--- src/rtl/clock_period_meter.sv ---
// Measures the period and high time of an asynchronous periodic signal in clk cycles.
// One measurement per start request; the result is held until the consumer accepts it.
module clock_period_meter #(
    parameter int CNT_WIDTH   = 16,
    parameter int SYNC_STAGES = 2
) (
    input  logic                 clk,
    input  logic                 rst,
    input  logic                 sig_in,
    input  logic                 start,
    output logic                 busy,
    output logic                 result_valid,
    input  logic                 result_ready,
    output logic [CNT_WIDTH-1:0] period,
    output logic [CNT_WIDTH-1:0] high_time,
    output logic                 timeout
);

    typedef enum logic [2:0] {
        IDLE,
        ARM,
        HIGH,
        LOW,
        DONE
    } state_t;

    localparam logic [CNT_WIDTH-1:0] CNT_MAX = '1;
    localparam logic [CNT_WIDTH-1:0] CNT_ONE = CNT_WIDTH'(1);

    state_t                 state;
    logic [CNT_WIDTH-1:0]   cnt;
    logic [SYNC_STAGES-1:0] sync_chain;
    logic                   sig_delay;
    logic                   synced;
    logic                   rise;
    logic                   fall;
    logic                   cnt_sat;
    logic [CNT_WIDTH-1:0]   cnt_inc;

    always_ff @(posedge clk or posedge rst) begin
        if (rst) begin
            sync_chain <= '0;
            sig_delay  <= 1'b0;
        end else begin
            sync_chain <= {sync_chain[SYNC_STAGES-2:0], sig_in};
            sig_delay  <= sync_chain[SYNC_STAGES-1];
        end
    end

    assign synced  = sync_chain[SYNC_STAGES-1];
    assign rise    = synced & ~sig_delay;
    assign fall    = ~synced & sig_delay;
    assign cnt_sat = (cnt == CNT_MAX);
    // Saturating increment: an edge seen in the saturation cycle must not wrap the counter.
    assign cnt_inc = cnt_sat ? cnt : cnt + CNT_ONE;

    always_ff @(posedge clk or posedge rst) begin
        if (rst) begin
            state        <= IDLE;
            cnt          <= '0;
            busy         <= 1'b0;
            result_valid <= 1'b0;
            timeout      <= 1'b0;
            period       <= '0;
            high_time    <= '0;
        end else begin
            case (state)
                IDLE: begin
                    if (start) begin
                        state   <= ARM;
                        cnt     <= '0;
                        timeout <= 1'b0;
                        busy    <= 1'b1;
                    end
                end

                ARM: begin
                    if (rise) begin
                        state <= HIGH;
                        cnt   <= CNT_ONE;
                    end else if (cnt_sat) begin
                        state        <= DONE;
                        result_valid <= 1'b1;
                        timeout      <= 1'b1;
                        period       <= CNT_MAX;
                        high_time    <= CNT_MAX;
                    end else begin
                        cnt <= cnt_inc;
                    end
                end

                HIGH: begin
                    if (fall) begin
                        state     <= LOW;
                        high_time <= cnt;
                        cnt       <= cnt_inc;
                    end else if (cnt_sat) begin
                        state        <= DONE;
                        result_valid <= 1'b1;
                        timeout      <= 1'b1;
                        period       <= CNT_MAX;
                        high_time    <= CNT_MAX;
                    end else begin
                        cnt <= cnt_inc;
                    end
                end

                LOW: begin
                    if (rise) begin
                        state        <= DONE;
                        result_valid <= 1'b1;
                        period       <= cnt;
                    end else if (cnt_sat) begin
                        // high_time was already captured on the falling edge and is kept.
                        state        <= DONE;
                        result_valid <= 1'b1;
                        timeout      <= 1'b1;
                        period       <= CNT_MAX;
                    end else begin
                        cnt <= cnt_inc;
                    end
                end

                DONE: begin
                    if (result_ready) begin
                        state        <= IDLE;
                        busy         <= 1'b0;
                        result_valid <= 1'b0;
                    end
                end

                default: begin
                    state        <= IDLE;
                    busy         <= 1'b0;
                    result_valid <= 1'b0;
                end
            endcase
        end
    end

endmodule
--- config.mk ---
export PLATFORM = sky130hd
export DESIGN_NAME = clock_period_meter
export DESIGN_NICKNAME = d
export VERILOG_FILES = /design/src/rtl/clock_period_meter.sv
export SDC_FILE = /design/constraint.sdc
export NUM_CORES = 1
export LEC_CHECK = 0
export ABC_AREA = 1
export BUFFER_PORTS_ARGS = -buffer_cell sky130_fd_sc_hd__buf_2
export CAP_MARGIN = 0
export CELL_PAD_IN_SITES_DETAIL_PLACEMENT = 0
export CELL_PAD_IN_SITES_GLOBAL_PLACEMENT = 2
export CORE_AREA = 2 2 91 93
export CTS_BUF_LIST = sky130_fd_sc_hd__clkbuf_2
export DETAILED_ROUTE_END_ITERATION = 8
export DIE_AREA = 0 0 93 95
export PLACE_DENSITY = 0.83
export SLEW_MARGIN = 30
export SYNTH_ARGS = -nofsm -noshare
export SYNTH_HDL_FRONTEND = slang
export SYNTH_SLANG_ARGS = --single-unit
--- constraint.sdc ---
create_clock -name clk -period 2.3 [get_ports clk]
set_input_delay 0.23 -clock clk [delete_from_list [all_inputs] [get_ports clk]]
set_output_delay 0.23 -clock clk [all_outputs]
set_load 0.005 [all_outputs]
==> results_dict.tcl <==
set metrics [dict create \
    insertion_delay_ns 0.50 \
    clk_path_buf_depth 2 \
    num_vias 2324 \
    start_kind "flip-flop" \
    synth_flop_cell "dfrtp_1" \
    syn_inst 325 \
    gp_congestion 0.7989 \
    final_cell_mix "dfrtp_1, inv_1, nand2_1" \
    port_buffers 39 \
    synth.top_cells.by_area "dfrtp_1, inv_1, nand2_1" \
    r2r-start "cnt[0]" \
    drc 0 \
    critical-path-top-delay-family "simple AND/OR/NAND/NOR gates" \
    synth_area_leader_cell "dfrtp_1" \
    grt_pass1_wl_mm 11.47 \
    grt_antenna_before_repair 0 \
    initial_utilization_pct 33.93 \
    cts.sinks 57 \
    power_w 0.003098 \
    fin_skew_ns 0.02252 \
    p_clk_share_pct 16.2 \
    synth_top_area_share_pct 53.02 \
    synth_area_per_cell_sq_um 8.277 \
    antenna_cells 0 \
    finish.utilization_pct 39.82 \
    yosysSeqAreaShare_pct 53.02 \
    cts_tree "built" \
    seqPwrFrac_pct 48.8 \
    grt_max_degree 32 \
    core_area_sq_um 7928 \
    startpoint "cnt[0]" \
    powerDensity_nw_per_um2 981.3 \
    rsz0062_at_grt "no" \
    die_area_sq_um 8835 \
    numCtsBuffers 9 \
    rrSetupSlack_ns 0.42 \
    crit_chain "ha_1 > inv_1 > nor2_2 > nand4_4 > a21oi_4 > buf_4 > nor2_1 > a21oi_1" \
    placed_area_sq_um 3024 \
    die_w_um 93 \
    syn_area_sq_um 2690 \
    criticalPathCategory "flip-flop to flip-flop" \
    final_nets 385 \
    ios 40 \
    final_common_cell "dfrtp_1" \
    outcome "complete, no violations" \
    fin_area_sq_um 3157 \
    slowest_delay_ns 0.47 \
    hold_path_class "input port to flip-flop" \
    avgViaCountPerCell 4.753 \
    ys_ff_latch 57 \
    ff2ff_path_depth 8 \
    worstPathRequired_ns 2.72 \
    synthArstFlopShare_pct 100.0 \
    fmax_ghz 0.5306 \
    drt-total-wl_mm 6.851 \
    rows 33 \
    worstMarginPinSlew_ns 0.5930 \
    ys_warn_count 0 \
    synthDistinctLibCells 27 \
    p_leak_nw 1.631 \
    slew_headroom_pct 60.41 \
    arrival_ns 2.31 \
    worst_slack_ns 0.4152 \
    cts_max_level 3 \
    slowest_stage "dfrtp_1" \
    pwr-share-comb_pct 35.0 \
    wl_per_cell_um 14.01 \
    cp_num_buf_inv 2 \
    whs_endpoint "state[2]" \
    period_minus_slack_ns 1.885 \
    grt_util_all_layers_pct 16.93 \
    maxSlewViolCount 0 \
    grt_overflow_total 0 \
    worstPathMaxFanout 7 \
    p_switching_w 0.001186 \
    layout-drive-gt1-share_pct 19.79 \
    place_ws_ns 0.2456 \
    endpoint_kind "flip-flop" \
    hpwl_mm 4.823 \
    hold_path_depth 3 \
    power.internal_w 0.001911 \
    hold_violations 0 \
    drt_iter0_drc 112 \
    cap_violations 0 \
    first_pass_iters 4 \
    max-vdd-ir-drop_mv 0.3204 \
    swShare_pct 38.30 \
    finalSetupTns_ns 0 \
    clkTransAtPathRegs_ns 0.16 \
    ant_nets 0 \
    syn2layout_area_growth_pct 17.35 \
    synth_nets 331 \
    setup_viol 0 \
    grt_pass1_vias 2275 \
    post-route-period-util_pct 81.95 \
    synth-edff-count 0 \
    min_from "result_ready" \
    die_h_um 95 \
    cts_root_buf "clkbuf_2" \
    worstReg2RegEnd "period[3]" \
]
==> worst register-to-register path: stages, from the launching register on <==
cell and delay [ns]:
dfrtp_1 0.47, ha_1 0.22, inv_1 0.07, nor2_2 0.23, nand4_4 0.23, a21oi_4 0.24
buf_4 0.19, nor2_1 0.05, a21oi_1 0.13
==> registers in the layout (all words and copies together) (netlist names) <==
name,count
busy,1
cnt,16
high_time,16
period,16
result_valid,1
sig_delay,1
state,3
sync_chain,2
timeout,1
==> timing repair <==
| action | 4_1_cts | 5_1_grt |
|---|---|---|
| resized for setup | 0 | 0 |
| setup endpoints to repair | 0 | 3 |
| buffers inserted | 0 | 2 |
| hold buffers | 3 | 0 |
| hold endpoints to repair | 28 | 0 |
==> per-layer routing <==
metal  global-route usage, %  part of all wire [%]  up-vias
li1                        -                     -     1162
met1                   23.17                    50     1107
met2                   26.27                    45       45
met3                   4.150                   3.9       10
met4                   5.882                   1.4        0
met5                       0                     0        -
==> stage by stage <==
step	std cells	hold slack (ns)
6_report	489	0.1175
5_1_grt	489	0.09853
4_1_cts	487	0.08376
3_5_place_dp	468	0.3361
3_3_place_gp	468	0.3353
2_1_floorplan	325	0.2614
==> power by group through the flow <==
stage               combinational [W]  clock, W  sequential, W
CTS                           0.00110  0.000522        0.00152
global route                  0.00125  0.000569        0.00156
floorplan                    0.000616         0        0.00154
global placement              0.00109         0        0.00153
finish                        0.00108  0.000502        0.00151
detailed placement            0.00109         0        0.00154
==> worst max-delay path by stage <==
stage	to	slack, ns	cells past startpoint
final	period[3]	0.42	8
after CTS	period[3]	0.20	7
after floorplan	busy	0.67	1
after detailed placement	period[3]	0.25	7
after global routing	high_time[14]	0.20	9
after global placement	period[14]	0.30	7
==> logic make-up after synthesis <==
family	count (synthesis)	synth area share [%]
AOI/OAI and AO/OA	62	12.79
xor gates and xnor gates	1	0.3256
adders and majority gates	1	0.4650
buffers and inverters	65	9.674
DFF	57	53.02
and+or+nand+nor	139	23.72
==> layout make-up <==
class / count / area, sq um
multi-input cells: 203 / 1003
flip-flops and latches: 57 / 1426
clock inverters: 6 / 25.02
well taps: 105 / 131.4
inverters: 60 / 225.2
repair buffers: 48 / 295.3
fillers: 865 / 4771
clock buffers: 10 / 50.05
==> cell usage after synthesis, types with 2 or more instances <==
master,number
nand4_1,9
o22ai_1,16
clkbuf_1,2
nor2_2,6
dfrtp_1,57
nor2_1,48
nand2_1,49
nor2_4,2
inv_2,4
nand3_1,11
nand2_2,2
a21oi_1,25
inv_1,56
or2_1,2
o21ai_0,19
buf_6,2
nor3_1,5
Note: power is estimated with default switching activity, not from simulation.
